### src/rtl/div_unit.sv
// Iterative radix-2 restoring divide/remainder unit for RV32IM (DIV, DIVU, REM, REMU).
// One quotient bit per cycle; divide-by-zero and signed overflow finish in a single cycle.
module div_unit #(
    parameter int unsigned DATA_WIDTH = 32
) (
    input  logic                  clk_i,
    input  logic                  rst_ni,
    input  logic                  start_i,
    input  logic [2:0]            op_type_i,
    input  logic [DATA_WIDTH-1:0] operand_a_i,
    input  logic [DATA_WIDTH-1:0] operand_b_i,
    output logic [DATA_WIDTH-1:0] result_o,
    output logic                  done_o,
    output logic                  busy_o,
    output logic                  exception_valid_o,
    output logic [31:0]           exception_cause_o
);

    // state | meaning
    // IDLE  | waiting for start_i
    // CALC  | one restoring step per cycle, counter counts down to 0
    // DONE  | result_o valid, done_o high; a new start is accepted here
    typedef enum logic [1:0] {IDLE, CALC, DONE} state_e;

    localparam int unsigned W  = DATA_WIDTH;
    localparam int unsigned CW = $clog2(W);
    localparam logic [W-1:0] MIN_NEG = {1'b1, {(W-1){1'b0}}};

    state_e        state_q;
    logic [CW-1:0] cnt_q;
    logic [W-1:0]  rem_q, quo_q, div_q, result_q;
    logic          is_rem_q, neg_q, done_q, busy_q;

    logic          is_signed, is_rem, a_neg, b_neg, div_zero, ovf, neg_res;
    logic [W-1:0]  a_abs, b_abs, special_res;
    logic [W+1:0]  sub;
    logic          borrow;
    logic [W-1:0]  rem_nxt, quo_nxt, fin, fin_res;
    logic [1:0]    unused_bits;

    assign unused_bits = {op_type_i[2], sub[W]};

    always_comb begin
        is_signed   = ~op_type_i[0];
        is_rem      = op_type_i[1];
        a_neg       = is_signed & operand_a_i[W-1];
        b_neg       = is_signed & operand_b_i[W-1];
        a_abs       = a_neg ? (~operand_a_i + 1'b1) : operand_a_i;
        b_abs       = b_neg ? (~operand_b_i + 1'b1) : operand_b_i;
        div_zero    = (operand_b_i == '0);
        ovf         = is_signed & (operand_a_i == MIN_NEG) & (operand_b_i == '1);
        neg_res     = is_rem ? a_neg : (a_neg ^ b_neg);
        special_res = div_zero ? (is_rem ? operand_a_i : '1)
                               : (is_rem ? '0 : MIN_NEG);

        // The shifted partial remainder needs W+1 bits when the divisor exceeds 2^(W-1).
        sub     = {1'b0, rem_q, quo_q[W-1]} - {2'b00, div_q};
        borrow  = sub[W+1];
        rem_nxt = borrow ? {rem_q[W-2:0], quo_q[W-1]} : sub[W-1:0];
        quo_nxt = {quo_q[W-2:0], ~borrow};
        fin     = is_rem_q ? rem_nxt : quo_nxt;
        fin_res = neg_q ? (~fin + 1'b1) : fin;
    end

    always_ff @(posedge clk_i or negedge rst_ni) begin
        if (!rst_ni) begin
            state_q  <= IDLE;
            cnt_q    <= '0;
            rem_q    <= '0;
            quo_q    <= '0;
            div_q    <= '0;
            result_q <= '0;
            is_rem_q <= 1'b0;
            neg_q    <= 1'b0;
            done_q   <= 1'b0;
            busy_q   <= 1'b0;
        end else begin
            done_q <= 1'b0;
            case (state_q)
                IDLE, DONE: begin
                    if (start_i) begin
                        is_rem_q <= is_rem;
                        neg_q    <= neg_res;
                        div_q    <= b_abs;
                        if (div_zero || ovf) begin
                            result_q <= special_res;
                            state_q  <= DONE;
                            done_q   <= 1'b1;
                        end else begin
                            rem_q   <= '0;
                            quo_q   <= a_abs;
                            cnt_q   <= CW'(W - 1);
                            state_q <= CALC;
                            busy_q  <= 1'b1;
                        end
                    end else begin
                        state_q <= IDLE;
                    end
                end
                CALC: begin
                    rem_q <= rem_nxt;
                    quo_q <= quo_nxt;
                    if (cnt_q == '0) begin
                        result_q <= fin_res;
                        state_q  <= DONE;
                        busy_q   <= 1'b0;
                        done_q   <= 1'b1;
                    end else begin
                        cnt_q <= cnt_q - 1'b1;
                    end
                end
                default: state_q <= IDLE;
            endcase
        end
    end

    assign result_o          = result_q;
    assign done_o            = done_q;
    assign busy_o            = busy_q;
    assign exception_valid_o = 1'b0;
    assign exception_cause_o = '0;

`ifndef SYNTHESIS
    a_busy_done_excl: assert property (@(posedge clk_i) disable iff (!rst_ni)
        !(busy_o && done_o));
    a_done_pulse: assert property (@(posedge clk_i) disable iff (!rst_ni)
        (done_o && !start_i) |=> !done_o);
    a_no_exception: assert property (@(posedge clk_i) disable iff (!rst_ni)
        !exception_valid_o);
`endif

endmodule

### config.mk
export PLATFORM = sky130hd
export DESIGN_NAME = div_unit
export DESIGN_NICKNAME = d
export VERILOG_FILES = /design/src/rtl/div_unit.sv
export SDC_FILE = /design/constraint.sdc
export NUM_CORES = 1
export LEC_CHECK = 0
export CAP_MARGIN = 20
export CELL_PAD_IN_SITES_DETAIL_PLACEMENT = 0
export CELL_PAD_IN_SITES_GLOBAL_PLACEMENT = 2
export CORE_ASPECT_RATIO = 1.5
export CORE_MARGIN = 3
export CORE_UTILIZATION = 37
export DETAILED_ROUTE_END_ITERATION = 12
export GPL_TIMING_DRIVEN = 0
export PLACE_DENSITY_LB_ADDON = 0.1
export SLEW_MARGIN = 20
export SYNTH_ARGS = -nofsm -noshare
export SYNTH_HDL_FRONTEND = slang
export SYNTH_SLANG_ARGS = --single-unit
export TNS_END_PERCENT = 100
### constraint.sdc
create_clock -name clk_i -period 7.7 [get_ports clk_i]
set_input_delay 1.155 -clock clk_i [delete_from_list [all_inputs] [get_ports clk_i]]
set_output_delay 1.155 -clock clk_i [all_outputs]
set_load 0.05 [all_outputs]
# Word-level counts from Yosys, hierarchy flattened
# Cells that the tools add are included.
# classes
mux,35
reduce_logical,11
add_sub_neg,5
bitwise,10
n_eq_ne,9
# op_table
cell,count
$mux W32,15
$pmux W32 S2,3
$add A32 B1 Y32 const B,3
$not A32 Y32,3
$eq A32 B32 Y1 const B,2
$sub A33 B32 Y34,1
$logic_not A32 Y1,1
$mux W5,3
$reduce_and A4 Y1,3
$ne A2 B2 Y1 const B,5
$pmux W5 S2,1
$mux W1,7
$mux W2,3
$logic_not A5 Y1,1
$sub A5 B1 Y5 const B,1
$and A1 B1 Y1,4
$pmux W1 S2,2
$pmux W2 S2,1
$reduce_and A3 Y1,1
$eq A2 B1 Y1 const B,1
$eq A2 B2 Y1 const B,1
$logic_not A2 Y1,1
$not A1 Y1,2
$reduce_and A2 Y1,1
4 further kinds,4
# totals
out_inout_bits,67
regBits,139
input_bits,70

# Longest topological paths before layout
# depth
word_depth,8
mapped_depth,18
depth_no_buf,15

# Worst setup path after synthesis
# Ideal clock, no wire load.
# synth_path
path_kind,input -> register
start,input operand_b_i[0]
end,register quo_q[0]
setup_time_ns,0.146
path_buffers,3
required_ns,7.554
slack_ns,3.220
t_arrival_ns,4.334
path_stages,14
cell_sequence,inv_1 -> ha_1 -> nor4b_1 -> nand2_1 -> nor4_1 -> nand3_1 -> or4_1 -> nor3_2 -> a31oi_1 -> nand2b_1 -> clkbuf_1 -> buf_2 -> buf_1 -> o221ai_1
# synth_via
elab_chain_len,5
word_cells_on_any_way,6
classes_between,2 x eq/ne; 1 x bitwise; 3 x reduce/logical
# synth_rtl
item,line,source
from (decl),11,"input logic [DATA_WIDTH-1:0] operand_b_i,"
$eq A32 B32 Y1,51,ovf = is_signed & (operand_a_i == MIN_NEG) & (operand_b_i == '1);
$and A1 B1 Y1,51,
$logic_or A1 B1 Y1 *,85,if (div_zero || ovf) begin
$ne A2 B2 Y1 (no line) *,-,
$reduce_and A3 Y1 (no line) *,-,
to (signal assigned),91,quo_q <= a_abs;
to (signal assigned),102,quo_q <= quo_nxt;
to (decl),31,"logic [W-1:0] rem_q, quo_q, div_q, result_q;"
# Mark *: on every way between the ends. The rest lies on a longest branch, timed or not.
# A chain may end at the register's enable or synchronous reset.

# Worst setup path in the final report
# layout_path
start,input operand_b_i[0]
end,register rem_q[12]
# layout_via
elab_chain_len,5
word_cells_on_any_way,6
classes_between,2 x eq/ne; 1 x bitwise; 3 x reduce/logical
# layout_rtl
item,line,source
$eq A32 B32 Y1,51,
$and A1 B1 Y1,51,
$logic_or A1 B1 Y1 *,85,
$ne A2 B2 Y1 (no line) *,-,
$reduce_and A3 Y1 (no line) *,-,
to (signal assigned),101,rem_q <= rem_nxt;
to (decl),31,
# Marked as above.

==> summary.md <==
| Metric | Value |
|---|---|
| Diodes inserted | `0` |
| Synth unique cells | `89` |
| Crit path time final | `5.996 ns` |
| First-pass DRT Iterations | `5` |
| Hpwl dp | `34620 µm` |
| Vias in the first global route | `11210` |
| Crit end category | `register` |
| R2r endpoint | `result_o[17]` |
| Worst Setup Path Type | `in2reg` |
| Largest net degree at the start of global routing | `72` |
| Post-synth ARST share | `100.0%` |
| Syn Inst Count | `1413` |
| DR WL met2 | `22790 µm` |
| Area of the multi-input gates | `between 7000 and 8000 µm²` |
| #FFs+latches synth | `139` |
| Number of antenna violations at the first check in global routing | `0` |
| Clock sink count | `around 140` |
| Worst vdd ir | `0.2140 mV` |
| CTS tree | `built` |
| I/O pins | `137` |
| Vias | `11150` |
| DR vias/cell | `about 5.6` |
| Worst-skew pair later-pin latency | `roughly 0.46 ns` |
| Max clock buf depth | `2` |
| Highest metal used | `met4` |
| Mean post-synth cell area | `between 8 and 9 µm²` |
| Dpl ws | `around 0.95 ns` |
| Hold path depth | `2` |
| Dominant synthesized flop cell | `dfrtp_1` |
| WP data arrival | `6.36 ns` |
| CP max FO | `10` |
| Final Hold Vio Count | `0` |
| Setup Buffers After CTS | `0` |
| Power Dens Cells | `~520 nW/µm²` |
| Final period utilization | `77.87%` |
| Gr ovfl total | `0` |
| Worst reg2reg path startpoint | `rem_q[17]` |
| Max Clock Skew | `0.01111 ns` |
| Initial core utilization | `a little under two fifths` |
| Post-synth EDFFs | `0` |
| Clock slew at reported path FFs | `approximately 0.060 ns` |
| Setup crit end | `rem_q[12]` |
| Max cap viols | `0` |
| Rows | `78` |
| Cts hold-fix bufs | `0` |
| Placed cell areas | `13040 µm²` |
| Non-Filler Cell Area, Final | `13670 µm²` |
| R2r worst-path depth | `14` |
| DP Cell Count | `1948` |
| Slew @ Worst Pin | `1.028 ns` |
| Sequential-to-total area share from yosys stat | `30.62%` |
| Clock root buffer master | `clkbuf_16` |
| Layout area overhead | `20.30%` |
| Drt wl/cell | `between 20 and 25 µm` |
| Port Buffers | `102` |
| Setup crit start | `operand_b_i[0]` |
| Pins Over Slew Limit | `0` |
| Register area | `3478 µm²` |
| Flop2flop setup slack | `2.16 ns` |
| Status | `complete, no violations` |
| Post-route setup slack | `1.704 ns` |
| Hold Crit Class | `reg2reg` |
| Die area | `32890 µm²` |
| H-Tree Depth | `4` |
| RePlAce Congestion | `slightly below 0.9` |
| Routed met3 length | `approximately 1700 µm` |
| Core area | `30250 µm²` |
| Die extent in y | `220.6 µm` |
| Startpoint Class | `primary input` |
| P_leak | `5.524 nW` |
| First-pass GRT wire length | `66340 µm` |
| Initial DRC count | `817` |
| DR DRC count | `0` |
| Fmax | `roughly 170 MHz` |
| Layout Nets | `~1700` |
| Total Routing Usage GR | `around a quarter` |
| Slew Limit Headroom | `31.43%` |
| DRT antenna net count | `0` |
| CP Data Required Time | `8.06 ns` |
| Hold Slack | `0.4818 ns` |
| Die X | `149.1 µm` |
| Routed length on met1 | `between 15000 and 20000 µm` |
| Final setup vio count | `0` |
| CTS Buf Count | `17` |
| Filler cells | `about 3100` |
| CTS resizes | `0` |
| Warnings, synthesis | `0` |
| Share of layout cells above drive strength 1 | `8.354%` |
| Total routed wirelength | `roughly 44000 µm` |
| RSZ-0062 raised after global routing | `false` |
| Cell Area, Synth | `11360 µm²` |
| Post-Layout Cell Count | `approximately 2000` |
==> through the flow <==
stage | TNS [ns] | power [mW] | utilization (%)
after detailed placement | 0 | 6.152 | 43.09
after floorplan | 0 | 4.743 | -
after CTS | 0 | 7.094 | 45.15
after global placement | -78.92 | 6.132 | 42.98
after global routing | 0 | 7.678 | 45.17
final | 0 | 7.126 | 45.17
==> worst min-delay path by stage <==
stage                    from         to  slack (ns)
finish               div_q[9]   div_q[9]        0.48
global route         div_q[9]   div_q[9]        0.50
CTS                  div_q[9]   div_q[9]        0.48
detailed placement   div_q[9]   div_q[9]        0.47
global placement    div_q[23]  div_q[23]        0.47
floorplan           div_q[10]  div_q[10]        0.45
==> report_power, final <==
| part | total [mW] | switching, mW | internal (mW) |
|---|---|---|---|
| registers | 1.38 | 0.290 | 1.09 |
| clock network | 0.899 | 0.345 | 0.554 |
| logic | 4.85 | 3.09 | 1.76 |
| total | 7.13 | 3.73 | 3.40 |
==> kinds of logic (layout without fill, tap and decap cells) <==
logic type,Yosys count,in the layout,synth area share [%]
simple gates,472,472,20.61
compound gates,441,441,26.15
buf+inv,191,326,7.852
flops,139,139,30.62
xor+xnor,101,101,7.786
fa+ha+maj,39,39,4.361
mux,29,29,2.599
other cells,1,33,0.03301
==> area by class of cell <==
type / count / share of cell area (%)
buffer: 121 / 4.605
timing repair buffer: 103 / 7.708
multi-input combinational: 1115 / 52.07
clock inverter: 13 / 1.263
tap: 400 / 3.662
inverter: 70 / 1.923
sequential: 139 / 25.45
clock buffer: 19 / 3.314
==> registers in the layout, summed over array words and instances, names as in the netlist, 2 cells and up <==
| register | flops |
|---|---|
| div_q | 32 |
| quo_q | 32 |
| rem_q | 32 |
| result_o | 32 |
| cnt_q | 5 |
| state_q | 2 |
==> layer usage <==
layer | vias to the layer above | track usage, %
li1 | 5380 | -
met1 | 5354 | 30.76
met2 | 338 | 48.86
met3 | 81 | 3.626
met4 | 0 | 11.05
met5 | - | 0
==> cell usage in the layout (no fill, tap or decap), types with 34 or more instances in the layout <==
master | Yosys | routed
nand3_1 | 49 | 49
clkbuf_1 | 53 | 53
nand2_1 | 133 | 133
xor2_1 | 44 | 44
clkdlybuf4s50_1 | 0 | 101
dfrtp_1 | 139 | 139
nor2_1 | 124 | 124
buf_4 | 34 | 34
inv_1 | 70 | 70
a21oi_1 | 96 | 96
o21ai_0 | 142 | 142
xnor2_1 | 57 | 57
ha_1 | 38 | 38
==> Yosys cell counts (5+ instances only) <==
library cell	n	area, µm²
xor2_1	44	385.4
a21o_1	7	52.55
and3_1	13	81.33
nor2_1	124	465.5
buf_4	34	255.2
or4_1	13	97.59
nor2b_1	17	106.4
or3_1	9	56.30
dfrtp_1	139	3478
a21boi_0	7	52.55
o21a_1	5	37.54
nand2_1	133	499.2
clkbuf_1	53	198.9
a31o_2	5	43.79
nand2b_1	16	100.1
xnor2_1	57	499.2
o211ai_1	15	112.6
and4_1	5	43.79
ha_1	38	475.5
mux2i_1	25	250.2
buf_2	20	100.1
o21ai_1	9	45.04
o21ai_0	142	710.7
o31ai_1	19	142.6
nor3_1	21	105.1
nand3_1	49	245.2
buf_1	11	41.29
a221o_1	30	300.3
a211oi_1	14	105.1
nand4_1	21	131.4
and2_1	6	37.54
a21oi_1	96	480.5
a31oi_1	21	131.4
o41ai_1	6	52.55
nor4_1	17	106.4
inv_1	70	262.8
==> critical path: stages <==
cell and delay, ns:
clkdlybuf4s50_1 0.46, inv_1 0.11, ha_1 0.21, nor4b_1 0.37
nand2_1 0.23, nor4_2 0.64, nand3_1 0.24, or4_1 0.59
nor3_2 0.63, a31oi_1 0.21, nand2b_1 0.14, clkbuf_1 0.18
buf_2 0.32, buf_1 0.57, nand3_1 0.20, o31ai_1 0.10
Note: power is estimated with default switching activity, not from simulation.
